<file path="src/rtl/ypbpr_sync_insert_if.sv">
// ---------------------------------------------------------------------------
// ypbpr_sync_insert_if
// Bundles the video/sync input bus coming from the RGB-to-YPbPr converter and
// the DAC-facing output bus of ypbpr_sync_insert.
//   master : drives y_in/pb_in/pr_in/hs_in/vs_in/cs_in/blank_in/pixel_in,
//            observes y_out/pb_out/pr_out/hs_out/vs_out/cs_out/pixel_out/locked
//   slave  : the sync inserter itself (mirror directions)
// Parameter WIDTH: bits per colour component.
// ---------------------------------------------------------------------------
interface ypbpr_sync_insert_if #(
    parameter int unsigned WIDTH = 8
);
    logic [WIDTH-1:0] y_in;
    logic [WIDTH-1:0] pb_in;
    logic [WIDTH-1:0] pr_in;
    logic             hs_in;
    logic             vs_in;
    logic             cs_in;
    logic             blank_in;
    logic             pixel_in;

    logic [WIDTH-1:0] y_out;
    logic [WIDTH-1:0] pb_out;
    logic [WIDTH-1:0] pr_out;
    logic             hs_out;
    logic             vs_out;
    logic             cs_out;
    logic             pixel_out;
    logic             locked;

    modport master (
        output y_in, pb_in, pr_in, hs_in, vs_in, cs_in, blank_in, pixel_in,
        input  y_out, pb_out, pr_out, hs_out, vs_out, cs_out, pixel_out, locked
    );

    modport slave (
        input  y_in, pb_in, pr_in, hs_in, vs_in, cs_in, blank_in, pixel_in,
        output y_out, pb_out, pr_out, hs_out, vs_out, cs_out, pixel_out, locked
    );
endinterface

</file>
<file path="src/rtl/ypbpr_sync_insert.sv">
// ---------------------------------------------------------------------------
// ypbpr_sync_insert
// Sits between the RGB-to-YPbPr converter and the video DAC. Detects the
// polarity of the incoming horizontal sync, rescales Y above black level,
// forces Pb/Pr to mid-scale while blanked or in sync, and inserts sync-on-Y.
// Every path is a fixed two-register pipeline.
//
// Ports:
//   clk      video clock
//   reset_n  asynchronous active-low reset
//   bus      ypbpr_sync_insert_if.slave
//            in : y_in, pb_in, pr_in, hs_in, vs_in, cs_in, blank_in, pixel_in
//            out: y_out, pb_out, pr_out, hs_out, vs_out, cs_out, pixel_out,
//                 locked
//
// Optional feature macro: YPBPR_SYNC_INSERT_TRILEVEL_EN
//   When defined and the detector is locked, the sync tip is SYNC_LVL for the
//   first half of the measured sync phase and TRI_HI_LVL for the second half.
//   When undefined, sync is bi-level only.
// ---------------------------------------------------------------------------
module ypbpr_sync_insert #(
    parameter int unsigned WIDTH      = 8,
    parameter int unsigned BLACK_LVL  = 16,
    parameter int unsigned SYNC_LVL   = 0,
    parameter int unsigned TRI_HI_LVL = 32,
    parameter int unsigned CNT_W      = 12
) (
    input  logic               clk,
    input  logic               reset_n,
    ypbpr_sync_insert_if.slave bus
);

    localparam logic [CNT_W-1:0]   CntMax = {CNT_W{1'b1}};
    localparam logic [CNT_W-1:0]   CntOne = CNT_W'(1);
    // 2^WIDTH - BLACK_LVL: maps full-scale Y onto the span above black
    localparam logic [2*WIDTH-1:0] ScaleK = (2*WIDTH)'((1 << WIDTH) - BLACK_LVL);
    localparam logic [WIDTH-1:0]   MidLvl = WIDTH'(1 << (WIDTH - 1));
    localparam logic [WIDTH-1:0]   BlackY = WIDTH'(BLACK_LVL);
    localparam logic [WIDTH-1:0]   SyncY  = WIDTH'(SYNC_LVL);
`ifdef YPBPR_SYNC_INSERT_TRILEVEL_EN
    localparam logic [WIDTH-1:0]   TriY   = WIDTH'(TRI_HI_LVL);
`else
    // Keeps the parameter list identical between builds
    localparam int unsigned unused_tri_hi_lvl = TRI_HI_LVL;
`endif

    // -----------------------------------------------------------------------
    // Polarity detector
    // -----------------------------------------------------------------------
    typedef enum logic [1:0] {
        StHunt,
        StLock,
        StLost
    } det_state_e;

    det_state_e       r_state;
    logic             r_hs_q;
    logic [CNT_W-1:0] r_cnt;
    logic [CNT_W-1:0] r_hi_len;
    logic [CNT_W-1:0] r_lo_len;
    logic             r_hi_vld;
    logic             r_lo_vld;
    logic             r_locked;
    logic             r_pol_high;

    logic             w_edge;
    logic             w_sat;
    logic [CNT_W-1:0] w_cnt_next;
    logic [CNT_W-1:0] w_hi_new;
    logic [CNT_W-1:0] w_lo_new;
    logic             w_both_vld;

    assign w_edge = (bus.hs_in != r_hs_q);
    assign w_sat  = (r_cnt == CntMax);

    // Counter value for the current cycle: 1 on the first cycle of a phase,
    // i.e. the 1-based position inside the running hs phase.
    always_comb begin
        w_cnt_next = r_cnt;
        if (w_edge) begin
            w_cnt_next = CntOne;
        end else if (!w_sat) begin
            w_cnt_next = r_cnt + CntOne;
        end
    end

    // The phase that just ended has the level held in r_hs_q
    assign w_hi_new   = (w_edge && r_hs_q)  ? r_cnt : r_hi_len;
    assign w_lo_new   = (w_edge && !r_hs_q) ? r_cnt : r_lo_len;
    assign w_both_vld = (r_hi_vld || r_hs_q) && (r_lo_vld || !r_hs_q);

    always_ff @(posedge clk or negedge reset_n) begin
        if (!reset_n) begin
            r_state    <= StHunt;
            r_hs_q     <= 1'b0;
            r_cnt      <= CntOne;
            r_hi_len   <= '0;
            r_lo_len   <= '0;
            r_hi_vld   <= 1'b0;
            r_lo_vld   <= 1'b0;
            r_locked   <= 1'b0;
            r_pol_high <= 1'b0;
        end else begin
            r_hs_q <= bus.hs_in;
            r_cnt  <= w_cnt_next;
            if (w_sat && !w_edge) begin
                // No edge for a full counter range: sync is gone
                r_state    <= StLost;
                r_hi_vld   <= 1'b0;
                r_lo_vld   <= 1'b0;
                r_locked   <= 1'b0;
                r_pol_high <= 1'b0;
            end else if (w_edge) begin
                unique case (r_state)
                    StHunt, StLock: begin
                        r_hi_len <= w_hi_new;
                        r_lo_len <= w_lo_new;
                        if (r_hs_q) begin
                            r_hi_vld <= 1'b1;
                        end else begin
                            r_lo_vld <= 1'b1;
                        end
                        if (w_both_vld) begin
                            r_state    <= StLock;
                            r_locked   <= 1'b1;
                            // Shorter phase is the sync pulse; a tie means active-low
                            r_pol_high <= (w_hi_new < w_lo_new);
                        end
                    end
                    // The phase that ends here was saturated, so it is not recorded
                    StLost: r_state <= StHunt;
                    default: r_state <= StHunt;
                endcase
            end
        end
    end

    // -----------------------------------------------------------------------
    // Stage 1
    // -----------------------------------------------------------------------
    logic [2*WIDTH-1:0] r_ys;
    logic               r_sync_act;
    logic               r_blank_s1;
    logic [WIDTH-1:0]   r_pb_s1;
    logic [WIDTH-1:0]   r_pr_s1;
    logic               r_vs_s1;
    logic               r_cs_s1;
    logic               r_pix_s1;

    logic [2*WIDTH-1:0] w_ys;
    logic               w_sync_act;

    assign w_ys       = {{WIDTH{1'b0}}, bus.y_in} * ScaleK;
    // Sync is active when cs_in sits at the detected active level
    assign w_sync_act = ~(bus.cs_in ^ r_pol_high);

    always_ff @(posedge clk or negedge reset_n) begin
        if (!reset_n) begin
            r_ys       <= '0;
            r_sync_act <= 1'b0;
            r_blank_s1 <= 1'b0;
            r_pb_s1    <= '0;
            r_pr_s1    <= '0;
            r_vs_s1    <= 1'b0;
            r_cs_s1    <= 1'b0;
            r_pix_s1   <= 1'b0;
        end else begin
            r_ys       <= w_ys;
            r_sync_act <= w_sync_act;
            r_blank_s1 <= bus.blank_in;
            r_pb_s1    <= bus.pb_in;
            r_pr_s1    <= bus.pr_in;
            r_vs_s1    <= bus.vs_in;
            r_cs_s1    <= bus.cs_in;
            r_pix_s1   <= bus.pixel_in;
        end
    end

`ifdef YPBPR_SYNC_INSERT_TRILEVEL_EN
    logic             r_first_half;
    logic             r_tri_en;
    logic [CNT_W-1:0] w_act_len;

    // Measured length of the phase that carries the sync pulse
    assign w_act_len = r_pol_high ? r_hi_len : r_lo_len;

    always_ff @(posedge clk or negedge reset_n) begin
        if (!reset_n) begin
            r_first_half <= 1'b0;
            r_tri_en     <= 1'b0;
        end else begin
            r_first_half <= (w_cnt_next <= (w_act_len >> 1));
            r_tri_en     <= r_locked;
        end
    end
`endif

    // Only the upper half of the product is used; the low half is dropped
    logic unused_ys_lo;
    assign unused_ys_lo = ^r_ys[WIDTH-1:0];

    // -----------------------------------------------------------------------
    // Stage 2: output mux, sync > blank > video
    // -----------------------------------------------------------------------
    logic [WIDTH-1:0] w_y_nxt;
    logic [WIDTH-1:0] w_pb_nxt;
    logic [WIDTH-1:0] w_pr_nxt;

    always_comb begin
        w_y_nxt  = BlackY + r_ys[2*WIDTH-1:WIDTH];
        w_pb_nxt = r_pb_s1;
        w_pr_nxt = r_pr_s1;
        if (r_sync_act) begin
            w_y_nxt = SyncY;
`ifdef YPBPR_SYNC_INSERT_TRILEVEL_EN
            if (r_tri_en && !r_first_half) begin
                w_y_nxt = TriY;
            end
`endif
            w_pb_nxt = MidLvl;
            w_pr_nxt = MidLvl;
        end else if (r_blank_s1) begin
            w_y_nxt  = BlackY;
            w_pb_nxt = MidLvl;
            w_pr_nxt = MidLvl;
        end
    end

    logic [WIDTH-1:0] r_y_out;
    logic [WIDTH-1:0] r_pb_out;
    logic [WIDTH-1:0] r_pr_out;
    logic             r_hs_s2;
    logic             r_vs_s2;
    logic             r_cs_s2;
    logic             r_pix_s2;

    always_ff @(posedge clk or negedge reset_n) begin
        if (!reset_n) begin
            r_y_out  <= '0;
            r_pb_out <= '0;
            r_pr_out <= '0;
            r_hs_s2  <= 1'b0;
            r_vs_s2  <= 1'b0;
            r_cs_s2  <= 1'b0;
            r_pix_s2 <= 1'b0;
        end else begin
            r_y_out  <= w_y_nxt;
            r_pb_out <= w_pb_nxt;
            r_pr_out <= w_pr_nxt;
            // r_hs_q doubles as the stage-1 copy of hs_in
            r_hs_s2  <= r_hs_q;
            r_vs_s2  <= r_vs_s1;
            r_cs_s2  <= r_cs_s1;
            r_pix_s2 <= r_pix_s1;
        end
    end

    assign bus.y_out     = r_y_out;
    assign bus.pb_out    = r_pb_out;
    assign bus.pr_out    = r_pr_out;
    assign bus.hs_out    = r_hs_s2;
    assign bus.vs_out    = r_vs_s2;
    assign bus.cs_out    = r_cs_s2;
    assign bus.pixel_out = r_pix_s2;
    assign bus.locked    = r_locked;

endmodule

</file>
<file path="src/flat_wrapper.sv">
// flat-port wrapper written by rule: the top's interface ports become plain ports
module ypbpr_sync_insert_flat 
#(
    parameter int unsigned WIDTH      = 8,
    parameter int unsigned BLACK_LVL  = 16,
    parameter int unsigned SYNC_LVL   = 0,
    parameter int unsigned TRI_HI_LVL = 32,
    parameter int unsigned CNT_W      = 12
)
  (clk, reset_n, bus_y_in, bus_pb_in, bus_pr_in, bus_hs_in, bus_vs_in, bus_cs_in, bus_blank_in, bus_pixel_in, bus_y_out, bus_pb_out, bus_pr_out, bus_hs_out, bus_vs_out, bus_cs_out, bus_pixel_out, bus_locked);
  ypbpr_sync_insert_if #(.WIDTH(WIDTH)) bus_i ();
  input  logic clk;
  input  logic reset_n;
  input wire logic [$bits(bus_i.y_in)-1:0] bus_y_in;
  input wire logic [$bits(bus_i.pb_in)-1:0] bus_pb_in;
  input wire logic [$bits(bus_i.pr_in)-1:0] bus_pr_in;
  input wire logic [$bits(bus_i.hs_in)-1:0] bus_hs_in;
  input wire logic [$bits(bus_i.vs_in)-1:0] bus_vs_in;
  input wire logic [$bits(bus_i.cs_in)-1:0] bus_cs_in;
  input wire logic [$bits(bus_i.blank_in)-1:0] bus_blank_in;
  input wire logic [$bits(bus_i.pixel_in)-1:0] bus_pixel_in;
  output wire logic [$bits(bus_i.y_out)-1:0] bus_y_out;
  output wire logic [$bits(bus_i.pb_out)-1:0] bus_pb_out;
  output wire logic [$bits(bus_i.pr_out)-1:0] bus_pr_out;
  output wire logic [$bits(bus_i.hs_out)-1:0] bus_hs_out;
  output wire logic [$bits(bus_i.vs_out)-1:0] bus_vs_out;
  output wire logic [$bits(bus_i.cs_out)-1:0] bus_cs_out;
  output wire logic [$bits(bus_i.pixel_out)-1:0] bus_pixel_out;
  output wire logic [$bits(bus_i.locked)-1:0] bus_locked;
  assign bus_i.y_in = bus_y_in;
  assign bus_i.pb_in = bus_pb_in;
  assign bus_i.pr_in = bus_pr_in;
  assign bus_i.hs_in = bus_hs_in;
  assign bus_i.vs_in = bus_vs_in;
  assign bus_i.cs_in = bus_cs_in;
  assign bus_i.blank_in = bus_blank_in;
  assign bus_i.pixel_in = bus_pixel_in;
  assign bus_y_out = bus_i.y_out;
  assign bus_pb_out = bus_i.pb_out;
  assign bus_pr_out = bus_i.pr_out;
  assign bus_hs_out = bus_i.hs_out;
  assign bus_vs_out = bus_i.vs_out;
  assign bus_cs_out = bus_i.cs_out;
  assign bus_pixel_out = bus_i.pixel_out;
  assign bus_locked = bus_i.locked;
  ypbpr_sync_insert #(.WIDTH(WIDTH), .BLACK_LVL(BLACK_LVL), .SYNC_LVL(SYNC_LVL), .TRI_HI_LVL(TRI_HI_LVL), .CNT_W(CNT_W)) u_core (.clk(clk), .reset_n(reset_n), .bus(bus_i));
endmodule
</file>
<file path="config.mk">
export PLATFORM = sky130hd
export DESIGN_NAME = ypbpr_sync_insert_flat
export DESIGN_NICKNAME = d
export VERILOG_FILES = /design/src/rtl/ypbpr_sync_insert_if.sv /design/src/rtl/ypbpr_sync_insert.sv /design/src/flat_wrapper.sv
export SDC_FILE = /design/constraint.sdc
export NUM_CORES = 1
export LEC_CHECK = 0
export CORE_MARGIN = 2
export CORE_UTILIZATION = 55
export DETAILED_ROUTE_END_ITERATION = 7
export PLACE_DENSITY = 0.77
export SYNTH_ARGS = -nofsm -noshare
export SYNTH_HDL_FRONTEND = slang
export SYNTH_SLANG_ARGS = --single-unit
</file>
<file path="constraint.sdc">
create_clock -name clk -period 4.9 [get_ports clk]
set_clock_uncertainty 0.2 [all_clocks]
set_input_delay 0.98 -clock clk [delete_from_list [all_inputs] [get_ports clk]]
set_output_delay 0.98 -clock clk [all_outputs]
set_load 0.1 [all_outputs]
</file>
==> parameters.txt <==
Parameter                              Value

Run status
  Outcome    finished clean

Drt
  Overall via count from detail_route    3047
  TritonRoute pass-1 iters    5
  Detailed Route WL    about 8.5 mm
  Post-detailed-route count of antenna-violating nets    0
  DRC violation total after the first TritonRoute iteration    132
  Post-route DRC violation count    0
  Wirelength per Cell    around 15 microns
  Via density    5.32

Clock network
  Clock tree from TritonCTS    done
  Clock buffers created by TritonCTS    9
  Total of hold buffers inserted after clock tree synthesis    0
  Number of gates given a new drive strength after cts    0
  # clock sinks    just under 100
  Clock latency reported for the late side of the worst-skew pair    0.36 ns
  Maximum root-to-sink buffer count    2
  Worst-path clk slew    approximately 0.10 ns
  Post-CTS setup repair buffer count    0
  Root buf cell    clkbuf_8
  Htree depth    3

Synthesis
  Area contributors post-synth    dfrtp_1 (52%), ha_1 (8.0%), fa_1 (5.1%)
  Synth async-reset ratio    100%
  Synthesized area per cell    around 12 sq um
  Count of flip-flops with a built-in enable after synthesis    0
  Net count after synthesis    around 480
  Sequential-to-total area share from yosys stat    a little over half
  Area of the mapped netlist    4670 sq um
  Unique cell type count in the Yosys netlist    slightly above 50
  Yosys warnings    0
  Top FF cell, synth    dfrtp_1
  Number of synthesized register bits    just under 100
  Synthesized netlist cell count    approximately 400
  Proportion of netlist area held by the largest area contributor    52.5%
  Cell accounting for the most synthesized area    dfrtp_1

Pwr
  Combinational share of power    about a third
  Worst VDD drop    0.000426 V
  Switching portion of total power    between 30 and 40%
  Clk pwr share    ~22%
  Internal power contribution    ~1.4 mW
  Switching component of the power    around 0.92 mW
  Share of total power in sequential cells    a little over two fifths
  Total Power    2.31 mW
  Pwr dens    418 nW/um^2
  Lkg Pwr    2.60 nW

Floorplanning
  Core area    around 8200 sq um
  Vertical extent of the die    between 90 and 100 microns
  Die outline width    roughly 96 microns
  Die Outline Area    9250 sq um
  Top-level port count    60
  Initial Util    56.9%
  # rows    33

Layout
  Commonest cells after routing, fill and taps aside    dfrtp_1 (98), clkdlybuf4s50_1 (58), nand2_1 (56)
  Number of fillers in the final layout    around 630
  Layout overhead on the synthesized area    18.5%
  Final net count    536
  Diode count    0
  Summed area of non-filler cells in the final layout    about 5500 sq um
  Most common library cell in the layout ignoring fill and taps    dfrtp_1
  Combined area of the multi-input logic cells    roughly 2000 sq um
  Layout cell share with drive strength beyond 1    under 10%
  Footprint of the flip-flops and latches    2480 sq um

Global routing
  Aggregate global routing overflow    0
  GRT Util Overall    21.0%
  Maximum number of pins on one net before global-route repair    just under 70
  Vias in the first global route    3117
  Global-route wire length before repair    14.7 mm
  Number of antenna violations at the first check in global routing    0

Setup path
  Number of buffer and inverter stages on the critical path    3
  Worst endpoint required time    4.95 ns
  Cell class contributing the biggest share of worst-path delay    adder cells
  CP max stage cell    fa_1
  Classification of the worst setup path    primary input to register
  Critical path capture point type    register
  Maximum fanout count along the critical path    6
  Critical Path AT    just under 4 ns
  Nature of the critical path startpoint    primary input
  Chain of cells forming the critical path    clkdlybuf4s50_1, inv_1, fa_1, fa_1, inv_1, ha_1, nand3_1, o2111ai_1, a311o_1, nand3_1
  Slowest Stage Delay on Critical Path    slightly above 0.5 ns

Timing
  Period utilization    79.4%
  Number of max-slew violations in the final report    0
  Final count of hold timing violations    0
  Final setup violating endpoints    0
  Worst slew slack as a fraction of its limit    between 30% and 40%
  Worst-margin pin slew    ~1 ns
  Post-route minimum period    ~3.9 ns
  Setup repair after global routing missed its margin    no
  Setup TNS    0 ns
  Peak clock frequency supported by timing    0.257 GHz
  Final setup slack of the worst path    around 1.0 ns

Flow run
  Max-capacitance violation count    0

Worst hold path
  Worst hold path class    register to register

Place
  Number of buffers inserted by port buffering    59
  Instance area at placement    5330 sq um
  HPWL reported at the end of detailed placement    ~6.2 mm
  Post-Place Setup Slack    approximately 0.62 ns
  Placer's final routability congestion estimate    0.749
==> metrics by stage <==
step,util [%],hold slack [ns],cells
after global placement,64.9,0.135,557
after floorplan,-,0.131,405
after global routing,67.4,0.179,573
after detailed placement,64.9,0.141,557
final,67.4,0.161,573
after CTS,67.4,0.163,573
==> layout make-up <==
cell class	count	area share, %
clock buffers	9	2.24
well taps	105	2.37
repair buffers	62	11.0
multi-input cells	260	36.1
inverters	31	2.10
clock inverters	7	1.42
flip-flops and latches	99	44.8
==> sequential cells by signal, summed over array words and instances, names as in the netlist, 8 cells and up <==
signal	cells
u_core.bus.pb_out	8
u_core.bus.pr_out	8
u_core.bus.y_out	8
u_core.r_cnt	12
u_core.r_hi_len	12
u_core.r_lo_len	12
u_core.r_pb_s1	8
u_core.r_pr_s1	8
u_core.r_ys	8
==> path summary, 6_finish.rpt <==
kind	start	cells after the start	slack (ns)	end
max	bus_y_in[5]	10	1.01	u_core.r_ys[15]
min	u_core.r_vs_s1	0	0.16	u_core.bus.vs_out
max reg2reg	u_core.r_hs_q	7	1.82	u_core.r_pol_high
min reg2reg	u_core.r_vs_s1	0	0.16	u_core.bus.vs_out
max in group asynchronous	reset_n	2	3.07	u_core.r_pr_s1[2]
min in group asynchronous	reset_n	1	0.51	u_core.bus.vs_out
==> power groups by stage <==
stage               combinational, mW  sequential (mW)  clock (mW)
floorplan                       0.285             1.31           0
global placement                0.793             1.00           0
detailed placement              0.812             1.00           0
CTS                             0.815            0.990       0.524
global route                    0.871             1.00       0.564
finish                          0.807            0.989       0.516
==> per-layer routing <==
layer,share of wire [%],up-vias,global-route usage [%]
li1,-,1480,-
met1,45,1505,28.4
met2,49,54,34.8
met3,4.8,8,3.60
met4,1.1,0,6.31
met5,0,-,0
==> kinds of logic (layout without fill, tap and decap cells) <==
family          Yosys count  count (layout)  share of synthesized area (%)
flops                    99              99                           53.1
fa+ha+maj                42              42                           13.2
xor+xnor                 11              11                           2.06
compound gates           51              51                           7.07
simple gates            128             128                           14.0
buf+inv                  46             109                           4.23
mux                      28              28                           6.37
==> synth_stat cells (3+ instances only) <==
master	n
a21o_1	5
a21oi_1	10
a31oi_1	4
and2_1	21
clkbuf_1	8
dfrtp_1	98
fa_1	12
ha_1	30
inv_1	31
mux2_2	14
mux2i_1	14
nand2_1	56
nand2b_1	3
nand3_1	9
nand4_1	4
nor2_1	9
nor3_1	6
o21ai_0	16
or3_1	5
xnor2_1	8
xor2_1	3
Power figures use the tool's default switching activity.
